$ cat src/rtl/csa_arbiter.sv
// ============================================================================
// Module   : csa_arbiter (with carry_saveadder)
// Brief    : Two-requester round-robin front end sharing one 4-operand
//            carry-save adder. Optional macro CSA_ACC_EN adds per-requester
//            8-bit accumulators.
// Revision : 1.0 - initial release
// ============================================================================
`default_nettype none

module carry_saveadder (
    input  logic [2:0] i_a,
    input  logic [2:0] i_b,
    input  logic [2:0] i_c,
    input  logic [2:0] i_d,
    output logic [3:0] o_sum_total,
    output logic       o_final_carryout
);
    logic [2:0] w_s1;
    logic [2:0] w_c1;
    logic [3:0] w_x;
    logic [3:0] w_y;
    logic [3:0] w_z;
    logic [3:0] w_s2;
    logic [3:0] w_c2;

    // Two carry-save compression levels, then one carry-propagate add
    assign w_s1 = i_a ^ i_b ^ i_c;
    assign w_c1 = (i_a & i_b) | (i_a & i_c) | (i_b & i_c);

    assign w_x  = {1'b0, w_s1};
    assign w_y  = {w_c1, 1'b0};
    assign w_z  = {1'b0, i_d};
    assign w_s2 = w_x ^ w_y ^ w_z;
    assign w_c2 = (w_x & w_y) | (w_x & w_z) | (w_y & w_z);

    assign {o_final_carryout, o_sum_total} = {1'b0, w_s2} + {w_c2, 1'b0};
endmodule

module csa_arbiter #(
    parameter int PRIO_INIT = 0
) (
    input  logic        clk,
    input  logic        rst_n,
    input  logic        req0_valid,
    output logic        req0_ready,
    input  logic [11:0] req0_ops,
    input  logic        req1_valid,
    output logic        req1_ready,
    input  logic [11:0] req1_ops,
    output logic        rsp_valid,
    input  logic        rsp_ready,
    output logic        rsp_id,
    output logic [7:0]  rsp_data,
    output logic        busy,
    input  logic [1:0]  acc_clr
);
    typedef enum logic [1:0] {
        S_IDLE = 2'd0,
        S_CALC = 2'd1,
        S_RESP = 2'd2
    } state_t;

    state_t      r_state;
    state_t      w_next;
    logic        r_ptr;
    logic        r_id;
    logic [11:0] r_ops;
    logic [7:0]  r_rsp_data;
    logic        w_grant0;
    logic        w_grant1;
    logic [3:0]  w_sum_total;
    logic        w_cout;
    logic [4:0]  w_result;
    logic [7:0]  w_rsp_next;

    carry_saveadder u_csa (
        .i_a              (r_ops[2:0]),
        .i_b              (r_ops[5:3]),
        .i_c              (r_ops[8:6]),
        .i_d              (r_ops[11:9]),
        .o_sum_total      (w_sum_total),
        .o_final_carryout (w_cout)
    );

    assign w_result = {w_cout, w_sum_total};

    // Pointer only matters when both requesters contend
    assign w_grant0 = req0_valid & (~req1_valid | ~r_ptr);
    assign w_grant1 = req1_valid & (~req0_valid |  r_ptr);

    always_ff @(posedge clk or negedge rst_n) begin
        if (!rst_n) begin
            r_state <= S_IDLE;
        end else begin
            r_state <= w_next;
        end
    end

    always_comb begin
        w_next     = r_state;
        req0_ready = 1'b0;
        req1_ready = 1'b0;
        case (r_state)
            S_IDLE: begin
                req0_ready = rst_n & w_grant0;
                req1_ready = rst_n & w_grant1;
                if (req0_ready || req1_ready) begin
                    w_next = S_CALC;
                end
            end
            S_CALC: begin
                w_next = S_RESP;
            end
            S_RESP: begin
                if (rsp_ready) begin
                    w_next = S_IDLE;
                end
            end
            default: begin
                w_next = S_IDLE;
            end
        endcase
    end

`ifdef CSA_ACC_EN
    logic [7:0] r_acc [0:1];
    logic [7:0] w_acc_base;

    // A clear coinciding with the update means the result starts from zero
    assign w_acc_base = acc_clr[r_id] ? 8'd0 : r_acc[r_id];
    assign w_rsp_next = w_acc_base + {3'b000, w_result};

    for (genvar gi = 0; gi < 2; gi++) begin : g_acc
        always_ff @(posedge clk or negedge rst_n) begin
            if (!rst_n) begin
                r_acc[gi] <= 8'd0;
            end else if ((r_state == S_CALC) && (r_id == gi[0])) begin
                r_acc[gi] <= w_rsp_next;
            end else if (acc_clr[gi]) begin
                r_acc[gi] <= 8'd0;
            end
        end
    end
`else
    logic w_unused_acc_clr;

    assign w_unused_acc_clr = ^acc_clr;
    assign w_rsp_next       = {3'b000, w_result};
`endif

    always_ff @(posedge clk or negedge rst_n) begin
        if (!rst_n) begin
            r_ptr      <= 1'(PRIO_INIT);
            r_id       <= 1'b0;
            r_ops      <= 12'd0;
            r_rsp_data <= 8'd0;
        end else begin
            if (req0_ready || req1_ready) begin
                r_ops <= req1_ready ? req1_ops : req0_ops;
                r_id  <= req1_ready;
                r_ptr <= ~req1_ready;
            end
            if (r_state == S_CALC) begin
                r_rsp_data <= w_rsp_next;
            end
        end
    end

    assign rsp_valid = (r_state == S_RESP);
    assign rsp_id    = r_id;
    assign rsp_data  = r_rsp_data;
    assign busy      = (r_state != S_IDLE);
endmodule

`default_nettype wire

$ cat config.mk
export PLATFORM = sky130hd
export DESIGN_NAME = csa_arbiter
export DESIGN_NICKNAME = d
export VERILOG_FILES = /design/src/rtl/csa_arbiter.sv
export SDC_FILE = /design/constraint.sdc
export NUM_CORES = 1
export LEC_CHECK = 0
export CAP_MARGIN = 20
export CORE_MARGIN = 2
export CORE_UTILIZATION = 49
export CTS_CLUSTER_DIAMETER = 120
export DETAILED_ROUTE_END_ITERATION = 6
export HOLD_SLACK_MARGIN = 0.15
export PLACE_DENSITY = 0.92
export SLEW_MARGIN = 15
export SYNTH_ARGS = -nofsm -noshare
export SYNTH_HDL_FRONTEND = slang
export SYNTH_SLANG_ARGS = --single-unit
export TNS_END_PERCENT = 1
$ cat constraint.sdc
create_clock -name clk -period 4.3 [get_ports clk]
set_clock_uncertainty 0.2 [all_clocks]
set_input_delay 1.29 -clock clk [delete_from_list [all_inputs] [get_ports clk]]
set_output_delay 1.29 -clock clk [all_outputs]
set_load 0.03 [all_outputs]
==> impl_metrics.ini <==
[setup_path]
cp.required_ns = 2.81
end_kind = output pin
critPathLaunch = rst_n
path_max_fanout = 3
critPathArrivalTime_ns = 2.61
start_kind = input port
reg2reg_to = rsp_data[3]
r2r-start = r_ops[1]
rrSetupSlack_ns = 1.66
ff2ff_path_depth = 9
path_class = input port to output pin

[logic_synthesis]
ys_warn_count = 0
async_flop_share_pct = 100
synth_cell_types = 29
netlist_top_cells_area = dfrtp_1 (39%), fa_1 (8.8%), o31ai_2 (8.3%)
yosys.cell_count.top_type = dfrtp_1
synth_area_mm2 = 0.00136
synth_area_per_cell_um2 = 10.1
synth_area_leader_cell = dfrtp_1
ys_seq_elements = 21
synth_edf_count = 0
synth.top_cell.area_share_pct = 38.6
synthTopCellsByCount = dfrtp_1 (21), a21oi_1 (15), inv_1 (14)
syn_inst = 135
synth-main-ff-cell = dfrtp_1
ys_seq_area_share_pct = 38.6

[sta]
setup_violations = 0
timing.final.crit_share_pct = 95.3
tns_ns = 0
rsz0062_at_grt = no
slew_viol_final = 0
timing.fmax_mhz = 244
hold_violations = 0
fin_ws_ns = 0.202
holdWs_ns = 0.303
timing.final.crit_period_ns = 4.10

[global_routing]
grt_pass1_wl_um = 5620
antenna_found_initial = 0
grt_max_degree = 28
grt.overflow.total = 0
groute.usage.overall_pct = 22.6
grt_pass1_vias = 1236

[cts]
clk_latency_ns = 0.31
cts_max_path_buffers = 2
hold_buffers = 0
cts_tree = done
htree_levels = 1
cts_resized = 0
path_clk_slew_ns = 0.12
root_buffer = clkbuf_4
post_cts_buffers = 0
clock-sinks = 21
cts_buffers = 3

[cells_and_area]
num-fill-cells = 219
finalNonFillerCells = 204
syn_to_final_growth_pct = 31.4
fin_area_mm2 = 0.00179
diodes = 0
fin_util_pct = 66.5
nNetsFinal = 215
drive_above_1_share_pct = 14.5

[floorplanning]
pin_count = 44
rows = 19
chipWidth_um = 56.7
coreArea_mm2 = 0.00269
die_h_um = 56.7
die_area_mm2 = 0.00321
start_util_pct = 50.6

[placed_design]
io_buffers = 38
dp_slack_ns = 0.221
post_dp_cell_area_mm2 = 0.00176
dp_hpwl_um = 2580
gp_congestion = 0.817
post-place-cells = 200

[outcome]
status = finished, final reports clean

[routing]
first_pass_iters = 5
met3_length_um = 133
drtAntennaViolNets = 0
vias_per_cell = 5.81
dr.first_iter.drc_count = 42
met2_length_um = 1730
m1WireLength_um = 1290
route.detailed.drc = 0
vias = 1185
routed.top_layer = met4
wl_per_cell_um = 16.0
drt_wl_total_um = 3260

[pwr]
p_total_mw = 1.20
ir_drop_uv = 544
power.leakage_nw = 0.756
power_density_mw_per_mm2 = 674

[worst_hold_path]
hold_depth = 1
min-delay-start = rsp_data[0]
whs_endpoint = rsp_data[0]
hp-class = flop to flop

[run]
drv_cap = 0
per-layer routing:
metal  track usage [%]  vias to the layer above
met5                 0                        -
met4              9.18                        0
met3              3.69                       10
met2              40.7                       47
met1              26.3                      569
li1                  -                      559
critical path, stage by stage:
cell and delay [ns]:
clkdlybuf4s50_1 0.49, or3b_4 0.41, nor3_2 0.22, buf_4 0.20
worst max path at each step:
stage,endpoint,slack [ns],cells past startpoint
floorplan,req1_ready,0.52,3
global placement,req1_ready,0.25,4
detailed placement,req1_ready,0.22,4
CTS,req1_ready,0.21,4
global route,req0_ready,0.16,5
finish,req1_ready,0.20,4
flip-flops by register name, indices dropped and copies added (netlist names):
signal and count:
r_ptr 1, rsp_id 1, r_ops 12, r_state 2
rsp_data 5
layout make-up:
type                    count  area [um^2]  area share (%)
clock inverters             1         5.00           0.280
clock buffers               3         22.5            1.26
inverters                  14         52.6            2.94
well taps                  31         38.8            2.17
multi-input cells          89          714            40.0
flip-flops and latches     21          526            29.4
repair buffers             45          428            23.9
cell families (layout without fill, tap and decap cells):
kind of cell	after synthesis	in the layout	share of synthesized area, %
mux	2	2	1.66
buf+inv	27	63	9.38
other cells	1	3	0.276
xor+xnor	1	1	0.644
fa+ha+maj	10	10	12.5
simple gates	29	29	13.9
flops	21	21	38.6
compound gates	44	44	23.0
power by group:
group	switching (mW)	internal, mW	total (mW)
clock	0.0602	0.0348	0.0950
combinational	0.423	0.338	0.762
sequential	0.0622	0.285	0.347
total	0.546	0.658	1.20
cells in the final DEF, fill, tap and decap left out:
master and count:
and2_1 1, inv_1 14, a21oi_1 15, and2b_1 1, o31ai_1 3, nand2b_1 3
nor3_2 1, conb_1 3, nand2_1 4, nor2_1 2, xor2_1 1, ha_1 4
o31ai_2 9, clkinv_2 1, nand4_1 12, and3_1 1, a21o_1 1, dfrtp_1 21
mux2_1 2, o21ai_0 1, a31oi_1 12, clkbuf_4 3, o21ai_1 3, fa_1 6
nor3b_4 1, clkdlybuf4s50_1 36, or3b_4 1, or2_1 2, buf_4 9
No activity file was read; power rests on OpenSTA's default activity.
